--- src/rtl/dvp_source_pkg.sv ---
// Shared definitions for the DVP transmit path: state encoding and the default
// timing used by both the source and the capture-side benches.
package dvp_source_pkg;

  typedef enum logic [2:0] {
    ST_IDLE   = 3'd0,
    ST_VSYNC  = 3'd1,
    ST_VBP    = 3'd2,
    ST_ACTIVE = 3'd3,
    ST_HBLANK = 3'd4
  } dvp_state_e;

  localparam int DVP_H_ACTIVE  = 16;
  localparam int DVP_V_ACTIVE  = 12;
  localparam int DVP_VSYNC_LEN = 4;
  localparam int DVP_V_BP      = 10;
  localparam int DVP_H_BLANK   = 10;
  localparam int DVP_CNT_W     = 12;

endpackage

--- src/rtl/dvp_source_timing_gen.sv ---
// DVP frame timing: state machine with cycle, pixel (X) and line (Y) counters.
// Emits the current/next state, byte phase and the pixel-load strobe.
module dvp_timing_gen
  import dvp_source_pkg::*;
#(
  parameter int H_ACTIVE  = DVP_H_ACTIVE,
  parameter int V_ACTIVE  = DVP_V_ACTIVE,
  parameter int VSYNC_LEN = DVP_VSYNC_LEN,
  parameter int V_BP      = DVP_V_BP,
  parameter int H_BLANK   = DVP_H_BLANK,
  parameter int CNT_W     = DVP_CNT_W
) (
  input  logic             clk,
  input  logic             rst_n,
  input  logic             enable,
  output dvp_state_e       state_o,
  output dvp_state_e       state_nxt_o,
  output logic             phase_o,
  output logic             load_pixel_o,
  output logic             frame_end_o,
  output logic [CNT_W-1:0] x_o,
  output logic [CNT_W-1:0] y_o
);

  localparam logic [CNT_W-1:0] VS_LAST  = CNT_W'(VSYNC_LEN - 1);
  localparam logic [CNT_W-1:0] VBP_LAST = CNT_W'(V_BP - 1);
  localparam logic [CNT_W-1:0] HB_LAST  = CNT_W'(H_BLANK - 1);
  localparam logic [CNT_W-1:0] X_LAST   = CNT_W'(H_ACTIVE - 1);
  localparam logic [CNT_W-1:0] Y_LAST   = CNT_W'(V_ACTIVE - 1);

  dvp_state_e       state_q, state_d;
  logic [CNT_W-1:0] cnt_q, cnt_d;
  logic [CNT_W-1:0] x_q, x_d;
  logic [CNT_W-1:0] y_q, y_d;
  logic             phase_q, phase_d;

  always_ff @(posedge clk or negedge rst_n) begin
    if (!rst_n) begin
      state_q <= ST_IDLE;
      cnt_q   <= '0;
      x_q     <= '0;
      y_q     <= '0;
      phase_q <= 1'b0;
    end else begin
      state_q <= state_d;
      cnt_q   <= cnt_d;
      x_q     <= x_d;
      y_q     <= y_d;
      phase_q <= phase_d;
    end
  end

  // ACTIVE is timed by X/phase, so the cycle counter parks at zero there.
  always_comb begin
    state_d = state_q;
    cnt_d   = cnt_q + 1'b1;
    x_d     = x_q;
    y_d     = y_q;
    phase_d = phase_q;
    case (state_q)
      ST_IDLE: begin
        cnt_d = '0;
        if (enable) state_d = ST_VSYNC;
      end
      ST_VSYNC: begin
        if (cnt_q == VS_LAST) begin
          state_d = ST_VBP;
          cnt_d   = '0;
        end
      end
      ST_VBP: begin
        if (cnt_q == VBP_LAST) begin
          state_d = ST_ACTIVE;
          cnt_d   = '0;
          x_d     = '0;
          phase_d = 1'b0;
        end
      end
      ST_ACTIVE: begin
        cnt_d   = '0;
        phase_d = ~phase_q;
        if (phase_q) begin
          x_d = x_q + 1'b1;
          if (x_q == X_LAST) state_d = ST_HBLANK;
        end
      end
      ST_HBLANK: begin
        if (cnt_q == HB_LAST) begin
          cnt_d   = '0;
          x_d     = '0;
          phase_d = 1'b0;
          if (y_q < Y_LAST) begin
            state_d = ST_ACTIVE;
            y_d     = y_q + 1'b1;
          end else begin
            state_d = enable ? ST_VSYNC : ST_IDLE;
            y_d     = '0;
          end
        end
      end
      default: begin
        state_d = ST_IDLE;
        cnt_d   = '0;
      end
    endcase
  end

  // Load strobe marks every cycle whose following output byte is a high byte.
  always_comb begin
    load_pixel_o = 1'b0;
    frame_end_o  = 1'b0;
    case (state_q)
      ST_VBP:    load_pixel_o = (cnt_q == VBP_LAST);
      ST_ACTIVE: load_pixel_o = phase_q && (x_q != X_LAST);
      ST_HBLANK: begin
        load_pixel_o = (cnt_q == HB_LAST) && (y_q < Y_LAST);
        frame_end_o  = (cnt_q == HB_LAST) && !(y_q < Y_LAST);
      end
      default: ;
    endcase
  end

  assign state_o     = state_q;
  assign state_nxt_o = state_d;
  assign phase_o     = phase_q;
  assign x_o         = x_q;
  assign y_o         = y_q;

endmodule

--- src/rtl/dvp_source.sv ---
// DVP transmit source: serialises 16-bit RGB565 pixels into Vsync/Href/Data,
// high byte first, with a never-stalling ready/valid upstream handshake.
module dvp_source
  import dvp_source_pkg::*;
#(
  parameter int H_ACTIVE  = DVP_H_ACTIVE,
  parameter int V_ACTIVE  = DVP_V_ACTIVE,
  parameter int VSYNC_LEN = DVP_VSYNC_LEN,
  parameter int V_BP      = DVP_V_BP,
  parameter int H_BLANK   = DVP_H_BLANK,
  parameter int CNT_W     = DVP_CNT_W
) (
  input  logic             Clk,
  input  logic             Rst_n,
  input  logic             Enable,
  input  logic             PixelValid,
  input  logic [15:0]      PixelData,
  output logic             PixelReady,
  output logic             Vsync,
  output logic             Href,
  output logic [7:0]       Data,
  output logic [CNT_W-1:0] Xaddr,
  output logic [CNT_W-1:0] Yaddr,
  output logic             FrameDone,
  output logic             Underflow
);

  dvp_state_e       state, state_nxt;
  logic             phase, load_pixel, frame_end;
  logic [CNT_W-1:0] x_cnt, y_cnt;

  logic       vsync_q, vsync_d;
  logic       href_q, href_d;
  logic       frame_done_q, frame_done_d;
  logic       underflow_q, underflow_d;
  logic [7:0] data_q, data_d;
  logic [7:0] lo_q, lo_d;
  logic [15:0] pixel;

  dvp_timing_gen #(
    .H_ACTIVE  (H_ACTIVE),
    .V_ACTIVE  (V_ACTIVE),
    .VSYNC_LEN (VSYNC_LEN),
    .V_BP      (V_BP),
    .H_BLANK   (H_BLANK),
    .CNT_W     (CNT_W)
  ) u_timing (
    .clk          (Clk),
    .rst_n        (Rst_n),
    .enable       (Enable),
    .state_o      (state),
    .state_nxt_o  (state_nxt),
    .phase_o      (phase),
    .load_pixel_o (load_pixel),
    .frame_end_o  (frame_end),
    .x_o          (x_cnt),
    .y_o          (y_cnt)
  );

  // A missing upstream pixel is replaced by black; timing never waits.
  always_comb begin
    pixel        = PixelValid ? PixelData : '0;
    vsync_d      = (state_nxt == ST_VSYNC);
    href_d       = (state_nxt == ST_ACTIVE);
    frame_done_d = frame_end;
    underflow_d  = load_pixel && !PixelValid;
    lo_d         = lo_q;
    data_d       = '0;
    if (load_pixel) begin
      data_d = pixel[15:8];
      lo_d   = pixel[7:0];
    end else if (state == ST_ACTIVE && !phase) begin
      data_d = lo_q;
    end
  end

  always_ff @(posedge Clk or negedge Rst_n) begin
    if (!Rst_n) begin
      vsync_q      <= 1'b0;
      href_q       <= 1'b0;
      frame_done_q <= 1'b0;
      underflow_q  <= 1'b0;
      data_q       <= '0;
      lo_q         <= '0;
    end else begin
      vsync_q      <= vsync_d;
      href_q       <= href_d;
      frame_done_q <= frame_done_d;
      underflow_q  <= underflow_d;
      data_q       <= data_d;
      lo_q         <= lo_d;
    end
  end

  assign PixelReady = load_pixel;
  assign Vsync      = vsync_q;
  assign Href       = href_q;
  assign Data       = data_q;
  assign Xaddr      = x_cnt;
  assign Yaddr      = y_cnt;
  assign FrameDone  = frame_done_q;
  assign Underflow  = underflow_q;

endmodule

--- config.mk ---
export PLATFORM = sky130hd
export DESIGN_NAME = dvp_source
export DESIGN_NICKNAME = d
export VERILOG_FILES = /design/src/rtl/dvp_source_pkg.sv /design/src/rtl/dvp_source_timing_gen.sv /design/src/rtl/dvp_source.sv
export SDC_FILE = /design/constraint.sdc
export NUM_CORES = 1
export LEC_CHECK = 0
export ABC_AREA = 1
export CAP_MARGIN = 20
export CORE_MARGIN = 4
export CORE_UTILIZATION = 47
export CTS_CLUSTER_SIZE = 40
export DETAILED_ROUTE_END_ITERATION = 10
export PLACE_DENSITY = 0.76
export SYNTH_ARGS = -nofsm -noshare
export SYNTH_HDL_FRONTEND = slang
export SYNTH_SLANG_ARGS = --single-unit
--- constraint.sdc ---
create_clock -name Clk -period 1.65 [get_ports Clk]
set_input_delay 0.33 -clock Clk [delete_from_list [all_inputs] [get_ports Clk]]
set_output_delay 0.33 -clock Clk [all_outputs]
set_load 0.05 [all_outputs]
==> flow_metrics.env <==
export IMPL_status="complete, but fails checks"
export IMPL_violations="setup timing"
export IMPL_post_route_util=0.703
export IMPL_start_util=0.484
export IMPL_syn_nets=395
export IMPL_grt_max_degree=61
export IMPL_synthMuxAreaShare=0
export IMPL_drc=0
export IMPL_hp_class="reg2reg"
export IMPL_crit_path_start_kind="flip-flop"
export IMPL_crit_required_ns=1.32
export IMPL_clock_root_buffer="clkbuf_8"
export IMPL_grt_pass1_wl_mm=11.6
export IMPL_startpoint="u_timing.cnt_q[1]"
export IMPL_finalClockSkew_ns=0.00827
export IMPL_seq_power_share=0.514
export IMPL_max_slew_margin=0.741
export IMPL_dp_hpwl_mm=4.98
export IMPL_p_int_w=0.00223
export IMPL_criticalPathCategory="reg2out"
export IMPL_totalWireLength_mm=7.02
export IMPL_clk_pin_slew_ns=0.07
export IMPL_power_density_mw_per_mm2=652
export IMPL_critPathArrivalTime_ns=1.66
export IMPL_critPathSlowestCell="dfrtp_1"
export IMPL_vias_per_cell=4.98
export IMPL_first_iter_violations=100
export IMPL_most_common_layout_cells="105 x nand2_1, 66 x buf_4, 52 x dfrtp_1"
export IMPL_max_freq_ghz=0.502
export IMPL_setup_viol=5
export IMPL_fin_ws_ns=-0.342
export IMPL_combPwrFrac=0.039
export IMPL_wl_per_cell_microns=12.5
export IMPL_synth_seq_cells=60
export IMPL_layout_commonest_cell="nand2_1"
export IMPL_port_buffers=56
export IMPL_finalCritPeriodShare=1.21
export IMPL_avgSynthCellArea_sq_um=8.24
export IMPL_p_leak_nw=2.23
export IMPL_min_from="lo_q[0]"
export IMPL_io_pins=57
export IMPL_final_min_clock_period_ns=1.99
export IMPL_nets=503
export IMPL_cts_num_sinks=60
export IMPL_synth_top_family_by_area="simple AND/OR/NAND/NOR gates"
export IMPL_drv_cap=0
export IMPL_post_route_cells_drive_above_1_share=0.339
export IMPL_path_common_cell="nor2_8"
export IMPL_die_y_microns=88.6
export IMPL_yosys_warnings=0
export IMPL_ys_types=33
export IMPL_dp_slack_ns=-0.0839
export IMPL_reg2reg_slack_ns=0
export IMPL_hold_viol=0
export IMPL_ant_nets=0
export IMPL_clock_path_buffers=2
export IMPL_drv_slew=0
export IMPL_fill_cells=485
export IMPL_vdd_drop_max_v=0.000579
export IMPL_rsz0062_at_grt="true"
export IMPL_synth_compound_area_share=0.0999
export IMPL_yosys_top_cells_area="dfrtp_1 49%, nand2_1 14%, inv_1 5.3%"
export IMPL_cts_buffers=9
export IMPL_yosys_area_share_adder=0.0164
export IMPL_crit_fanout=2
export IMPL_hold_ws_ns=0.487
export IMPL_synth_xor_area_frac=0.0201
export IMPL_drt_first_pass_iters=4
export IMPL_grt_pass1_vias=2668
export IMPL_core_region_area_sq_mm=0.00631
export IMPL_fp_dieW_microns=88.6
export IMPL_ys_seq_area_frac=0.491
export IMPL_antenna_found_initial=0
export IMPL_syn_area_sq_mm=0.00306
export IMPL_area_growth_pct=45.3
export IMPL_rows=29
export IMPL_path_delay_family="simple AND/OR/NAND/NOR gates"
export IMPL_synth_simple_gate_area_share=0.298
export IMPL_insertion_delay_ns=0.33
export IMPL_swShare=0.227
export IMPL_gr_usage_all_layers=0.191
export IMPL_overflow=0
export IMPL_diodes=0
export IMPL_yosysTopAreaCell="dfrtp_1"
export IMPL_crit_chain="inv_1 > ha_2 > nand3_2 > nor2_4 > nand3_4 > nor2_8 > nor2_8 > clkinvlp_4 > buf_8"
export IMPL_placed_area_sq_mm=0.00405
export IMPL_r2r_start="u_timing.cnt_q[1]"
export IMPL_p_switching_w=0.000658
export IMPL_fin_area_sq_mm=0.00444
export IMPL_worst_path_buf_inv=3
export IMPL_htreeDepth=3
export IMPL_endpoint_kind="output pin"
export IMPL_worst_slew_pin_slew_ns=0.385
export IMPL_clockPowerShare=0.447
export IMPL_vias=2796
export IMPL_die_area_sq_mm=0.00786
export IMPL_gp_congestion=0.845
export IMPL_cts_tree="built"
export IMPL_max_stage_delay_ns=0.38
export IMPL_synth_top_area_share=0.491
export IMPL_synthCells=371
synthesized netlist by cell type, drive strengths merged:
library cell	n
o21ba	1
nor3	5
xor2	5
o21bai	2
nand4	7
a22o	1
nor2	48
nand3	21
o21a	1
o21ai	34
ha	4
nand2	115
nand3b	2
a21oi	5
nor4	1
a31o	1
inv	46
buf	5
dfrtp	60
nor3b	3
clkbuf	2
xnor2	2
metal layers:
layer | vias to the layer above | share of wire | global-route usage
li1 | 1394 | - | -
met1 | 1314 | 0.41 | 0.226
met2 | 71 | 0.52 | 0.325
met3 | 17 | 0.051 | 0.0475
met4 | 0 | 0.022 | 0.0934
met5 | - | 0 | 0
worst paths after layout:
check / to / cells after the start
max in group asynchronous: u_timing.x_o[2] / 3
min reg2reg: lo_q[0] / 2
min in group asynchronous: u_timing.cnt_q[7] / 3
max reg2reg: lo_q[1] / 11
min: lo_q[0] / 2
max: PixelReady / 9
power by group through the flow:
stage               Sequential [W]  Clock, W  Combinational [W]
finish                     0.00149   0.00129           0.000113
global route               0.00149   0.00140           0.000127
CTS                        0.00149   0.00132           0.000116
detailed placement         0.00151         0           0.000114
global placement           0.00151         0           0.000112
floorplan                  0.00151         0          0.0000302
area by class of cell:
type	count	area, sq um	share of cell area
Clock inverter	6	65.1	0.0147
Multi-Input combinational cell	258	1420	0.320
Timing Repair Buffer	104	1030	0.233
Clock buffer	10	128	0.0287
Tap cell	77	96.3	0.0217
Inverter	46	185	0.0417
Sequential cell	60	1510	0.340
cell families after synthesis:
kind of cell | after synthesis
xor gates and xnor gates | 7
adders and majority gates | 4
buffers and inverters | 53
AOI/OAI and AO/OA | 45
and+or+nand+nor | 202
DFF | 60
state kept, by name, indices dropped and copies added (netlist names):
signal / flops
u_timing.phase_o: 1
FrameDone: 1
Href: 1
u_timing.state_o: 3
u_timing.x_o: 12
Data: 8
Vsync: 1
u_timing.cnt_q: 12
u_timing.y_o: 12
Underflow: 1
lo_q: 8
timing repair:
item	in CTS	in global routing
gates cloned	0	2
hold buffers	1	0
pin swaps	7	10
buffers inserted	2	3
resized for setup	10	28
setup endpoints to repair	8	39
endpoints found under the hold margin	17	0
tightest hold or removal path, stage by stage, from the launching register on:
cell and delay [ns]:
dfrtp_1 0.35, nand2_1 0.06, o21ai_2 0.05
metrics by stage:
step / TNS [ns] / std cells / power, W
2_1_floorplan: -0.388 / 371 / 0.00154
3_3_place_gp: -0.0210 / 537 / 0.00163
3_5_place_dp: -0.131 / 537 / 0.00163
4_1_cts: -0.370 / 556 / 0.00292
5_1_grt: -0.829 / 561 / 0.00301
6_report: -0.356 / 561 / 0.00289
Note: power is estimated with default switching activity, not from simulation.
